===== src/rtl/bus_sync_hs.sv =====
// bus_sync_hs: carries a source-domain data bus into the CLK domain.
// The BUS_ENABLE level is synchronized and edge-detected. Each rising edge
// either captures UNSYNC_BUS into a one-word holding register, or, if that
// register is still full and not being consumed, counts a dropped word.
//
// Ports:
//   CLK          destination-domain clock, rising edge
//   RST          asynchronous active-low reset
//   UNSYNC_BUS   source-domain data, stable while BUS_ENABLE is high
//   BUS_ENABLE   asynchronous level qualifying UNSYNC_BUS
//   BUS_READY    downstream accepts SYNC_BUS when high with BUS_VALID
//   OVERRUN_CLR  clears OVERRUN and DROP_CNT
//   SYNC_BUS     captured data (changes only on acceptance)
//   ENABLE_PULSE one-cycle strobe per accepted capture
//   BUS_VALID    SYNC_BUS holds unconsumed data
//   OVERRUN      sticky dropped-word flag
//   DROP_CNT     saturating dropped-word count
module bus_sync_hs #(
  parameter int unsigned NUM_STAGES = 2,
  parameter int unsigned BUS_WIDTH  = 8
) (
  input  logic                 CLK,
  input  logic                 RST,
  input  logic [BUS_WIDTH-1:0] UNSYNC_BUS,
  input  logic                 BUS_ENABLE,
  input  logic                 BUS_READY,
  input  logic                 OVERRUN_CLR,
  output logic [BUS_WIDTH-1:0] SYNC_BUS,
  output logic                 ENABLE_PULSE,
  output logic                 BUS_VALID,
  output logic                 OVERRUN,
  output logic [3:0]           DROP_CNT
);

  logic [NUM_STAGES-1:0] sync_q;
  logic                  en_prev;
  logic                  en_edge;
  logic                  accept;
  logic                  drop;
  logic                  consume;

  // Rising edge of the synchronized enable; held-high levels and falling
  // edges produce nothing.
  always_comb begin
    en_edge = sync_q[NUM_STAGES-1] & ~en_prev;
    accept  = en_edge & (~BUS_VALID | BUS_READY);
    drop    = en_edge & BUS_VALID & ~BUS_READY;
    consume = BUS_VALID & BUS_READY & ~accept;
  end

  // Synchronizer chain plus the previous-value flop. Both reset to 0, so an
  // enable already high when reset releases is seen as a fresh rising edge.
  always_ff @(posedge CLK or negedge RST) begin
    if (!RST) begin
      sync_q  <= '0;
      en_prev <= 1'b0;
    end else begin
      sync_q  <= {sync_q[NUM_STAGES-2:0], BUS_ENABLE};
      en_prev <= sync_q[NUM_STAGES-1];
    end
  end

  // Holding register and handshake.
  always_ff @(posedge CLK or negedge RST) begin
    if (!RST) begin
      SYNC_BUS     <= '0;
      ENABLE_PULSE <= 1'b0;
      BUS_VALID    <= 1'b0;
    end else begin
      ENABLE_PULSE <= accept;
      if (accept) begin
        SYNC_BUS  <= UNSYNC_BUS;
        BUS_VALID <= 1'b1;
      end else if (consume) begin
        BUS_VALID <= 1'b0;
      end
    end
  end

  // Overrun tracking. A drop in the same cycle as a clear wins and restarts
  // the count at 1 rather than incrementing the old value.
  always_ff @(posedge CLK or negedge RST) begin
    if (!RST) begin
      OVERRUN  <= 1'b0;
      DROP_CNT <= '0;
    end else if (drop) begin
      OVERRUN <= 1'b1;
      if (OVERRUN_CLR) begin
        DROP_CNT <= 4'd1;
      end else if (DROP_CNT != 4'hF) begin
        DROP_CNT <= DROP_CNT + 4'd1;
      end
    end else if (OVERRUN_CLR) begin
      OVERRUN  <= 1'b0;
      DROP_CNT <= '0;
    end
  end

endmodule


===== config.mk =====
export PLATFORM = sky130hd
export DESIGN_NAME = bus_sync_hs
export DESIGN_NICKNAME = d
export VERILOG_FILES = /design/src/rtl/bus_sync_hs.sv
export SDC_FILE = /design/constraint.sdc
export NUM_CORES = 1
export LEC_CHECK = 0
export ABC_AREA = 1
export CAP_MARGIN = 20
export CORE_UTILIZATION = 45
export CTS_CLUSTER_SIZE = 14
export DETAILED_ROUTE_END_ITERATION = 6
export GPL_TIMING_DRIVEN = 1
export PLACE_DENSITY_LB_ADDON = 0.3
export SETUP_SLACK_MARGIN = 0.1
export SYNTH_ARGS = -nofsm -noshare
export SYNTH_HDL_FRONTEND = slang
export SYNTH_SLANG_ARGS = --single-unit

===== constraint.sdc =====
create_clock -name CLK -period 3.35 [get_ports CLK]
set_clock_uncertainty 0.2 [all_clocks]
set_input_delay 1.005 -clock CLK [delete_from_list [all_inputs] [get_ports CLK]]
set_output_delay 1.005 -clock CLK [all_outputs]
set_load 0.01 [all_outputs]

; ---- Yosys cells after proc, flatten, opt, wreduce, memory -nomap -nowiden
; Cells that the tools add are included.
; Widths: inputs -> output; s select.
[totals]
regBits = 18
input_bits = 13
output_inout_bits = 15
elab_cells = 32
[op_classes]
add_sub_neg = 1
n_eq_ne = 1
n_mux = 8
n_bitwise = 11
reduce_logical = 4
[ops]
columns = operator, n
row1 = $mux 4, 4
row2 = $and 1x1->1, 6
row3 = $reduce_bool 2->1, 3
row4 = $add 4x1->4 const B, 1
row5 = $mux 1, 4
row6 = $ne 4x4->1 const B, 1
row7 = $not 1->1, 4
row8 = $reduce_and 2->1, 1
row9 = $or 1x1->1, 1

; ---- Logic depth before layout (Yosys ltp)
[depth]
word_depth = 7
ltp_mapped = 6

; ---- Least setup slack after synthesis
; Ideal clock, no wire load.
[synth_timing]
path_type = input-to-reg
startpoint = input port BUS_READY
endpoint = register DROP_CNT[0]
arrival_time_ns = 1.442
t_required_ns = 3.026
slack_ns = 1.584
path_stages = 6
n_path_buf = 0
cell_sequence = inv_1 > nand2_2 > nor2_4 > nand2_2 > nand3_1 > nand2_1
[synth_between]
elab_chain_cells = 4
[synth_rtl]
columns = item, line
row1 = from (decl), 26  ; input logic BUS_READY,
row2 = $not 1->1 (*), 47  ; drop = en_edge & BUS_VALID & ~BUS_READY;
row3 = $and 1x1->1 (*), 47
row4 = $reduce_bool 2->1 (no line), --
row5 = $reduce_and 2->1 (no line), --
row6 = to (signal assigned), 91  ; DROP_CNT <= DROP_CNT + 4'd1;
row7 = to (decl), 32  ; output logic [3:0] DROP_CNT
; Every way passes the cells marked *; elsewhere a longest branch is shown, timed or not.
; A chain may end at the register's enable or synchronous reset.

; ---- Worst setup path in the final report
[layout_timing]
startpoint = register DROP_CNT[2]
endpoint = output port DROP_CNT[2]
; No word-level cell between the ends.

==> results.ini <==
[setup_path]
worstSetupPathType = reg -> out
reg2regPathDepth = 4
worst-path-stages = 1
critPathLaunchType = flop
worst-path-max-fanout = 7
cp_top_family = buffers and inverters
crit_slowest_cell = clkdlybuf4s50_1
slowest_delay_ps = 580
path_buf_inv = 1
crit_arrival_ps = 1340
end_kind = primary output
required_ps = 2140
crit_path_cell_trace = clkdlybuf4s50_1

[hold_path]
worstHoldPathCells = 0
holdCritPathClass = reg -> reg

[clocking]
insertion_delay_ps = 280
cts_resized = 0
clk_pin_slew_ps = 100
clockRootBuffer = clkbuf_4
numCtsBuffers = 3
cts_tree = built
post-cts-setup-buffer-count = 0
cts_max_path_buffers = 2
numClockSinks = 18
hold_buffers = 0
htreeDepth = 1

[global_routing]
busiest_layer = met2
met3_usage_pct = 2.50
grt_overflow = 0
grt_pass1_wl_mm = 2.70
use_met1_pct = 24.1
grt_max_degree = 19
grt_use_met2_pct = 35.5
first_global_vias = 632
antenna_found_initial = 0
grt.total_usage_pct = 19.7

[floorplan]
core_um2 = 1560
die_x_um = 43.4
die_h_um = 43.4
io_pins = 28
die-area_um2 = 1880
rows = 14
start_util_pct = 49.4

[timing]
setup_tns_ps = 0
setup_viol = 0
period_minus_slack_ps = 2550
relSlewSlack_pct = 49.6
finalHoldViolCount = 0
fin_crit_sh_pct = 76.0
rsz0062_at_grt = false
fmax_mhz = 393
final_max_slew_viol_count = 0
fin_ws_ps = 803
worstMarginPinSlew_ps = 754

[yosys]
synth_fa_ha_area_share_pct = 1.62
synth_compound_area_share_pct = 1.62
yosysWarnings = 0
synth_sequential_area_ratio_pct = 58.4
synth-xor-area-share_pct = 0
synth_simple_gate_area_share_pct = 33.3
synth_top_family_by_area = simple AND/OR/NAND/NOR gates
synth_edf_count = 0
synthMuxAreaShare_pct = 0
ys_types = 17
synthesis.area_um2 = 771
ys_ff_latch = 18
synth_nets = 98
async_reset_ff_share_pct = 100
synthFlopType = dfrtp_1
synth_area_per_cell_um2 = 9.18
syn_inst = 84

[placement]
place_congestion = 0.769
portBuffers = 27
pre_cts_slack_ps = 1000
hpwlAfterDp_mm = 1.27

[routing]
drt_iter0_drc = 7
drc = 4
wl_mm = 1.60
drtPass1Iterations = 6
drtAntennaViolNets = 0
vias_per_cell = 4.95
wl_per_cell_um = 12.2
via_count = 648

[cells_and_area]
layout_commonest_cell = nand2_1
diodes = 0
syn2layout_area_growth_pct = 42.4
final_nets = 130
most-common-layout-cells = 35 x nand2_1, 27 x clkdlybuf4s50_1, 18 x dfrtp_1
drive_gt1_share_pct = 12.2

[status]
failed_checks = design-rule violations
status = complete, but fails checks

[pwr]
p_per_area_nw_per_um2 = 435
ir_drop_uv = 352
p_leak_nw = 0.555

[job]
maxCapViolCount = 0

cell type report:
| cell class | count | area (um^2) |
|---|---|---|
| clock buffer | 4 | 36.3 |
| fill | 124 | 462 |
| inverter | 9 | 38.8 |
| multi-input combinational | 57 | 282 |
| sequential | 18 | 450 |
| tap | 16 | 20.0 |
| timing repair buffer | 27 | 270 |
Yosys cell counts (2+ instances only):
cell / number / area share [%]
nand2_2: 3 / 2.4
dfrtp_1: 18 / 58
nand3_1: 6 / 3.9
nand2_1: 35 / 17
nand4_1: 3 / 2.4
nor2_1: 2 / 0.97
inv_1: 6 / 2.9
nor2_4: 2 / 2.9
where the power goes:
| group | total, W | leakage [nW] | internal [W] | switching (W) |
|---|---|---|---|---|
| clock | 0.000129 | 0.0210 | 0.0000661 | 0.0000630 |
| sequential | 0.000252 | 0.229 | 0.000238 | 0.0000139 |
| combinational | 0.0000970 | 0.305 | 0.0000545 | 0.0000426 |
metal layers:
metal  part of all wire, %  routed length (um)
met2                    51                 819
met1                    42                 680
met3                   5.5                  88
met4                  0.81                  13
met5                     0                   0
cells by family after synthesis:
group                    Yosys count
flip-flops                        18
AO/OA/AOI/OAI                      2
adder cells (fa/ha/maj)            1
AND/OR/NAND/NOR                   54
buffers and inverters              9
sequential cells by signal, indices dropped and copies added, names as in the netlist:
| signal | flops |
|---|---|
| ENABLE_PULSE | 1 |
| OVERRUN | 1 |
| DROP_CNT | 4 |
| en_prev | 1 |
| sync_q | 2 |
| SYNC_BUS | 8 |
| BUS_VALID | 1 |
metrics by stage:
| step | utilization, % | hold slack [ps] | power, W | std cells | instance area (um^2) |
|---|---|---|---|---|---|
| after floorplan | - | 131 | 0.000289 | 84 | 771 |
| after global placement | 68.1 | 132 | 0.000350 | 127 | 1060 |
| after detailed placement | 68.1 | 149 | 0.000353 | 127 | 1060 |
| after CTS | 70.4 | 172 | 0.000483 | 131 | 1100 |
| after global routing | 70.4 | 177 | 0.000503 | 131 | 1100 |
| final | 70.4 | 166 | 0.000478 | 131 | 1100 |
final timing paths:
check,from,endpoint,slack [ps]
setup / recovery,DROP_CNT[2],DROP_CNT[2],800
hold / removal,sync_q[0],sync_q[1],170
setup reg to reg,DROP_CNT[0],DROP_CNT[2],1870
hold reg to reg,sync_q[0],sync_q[1],170
max in group asynchronous,RST,en_prev,1520
min in group asynchronous,RST,BUS_VALID,960
worst register-to-register path, delay by kind of cell (launching register included):
| family | cells | cell delay, ps |
|---|---|---|
| and+or+nand+nor | 3 | 470 |
| DFF | 1 | 460 |
| adders and majority gates | 1 | 260 |
Power figures use the tool's default switching activity.
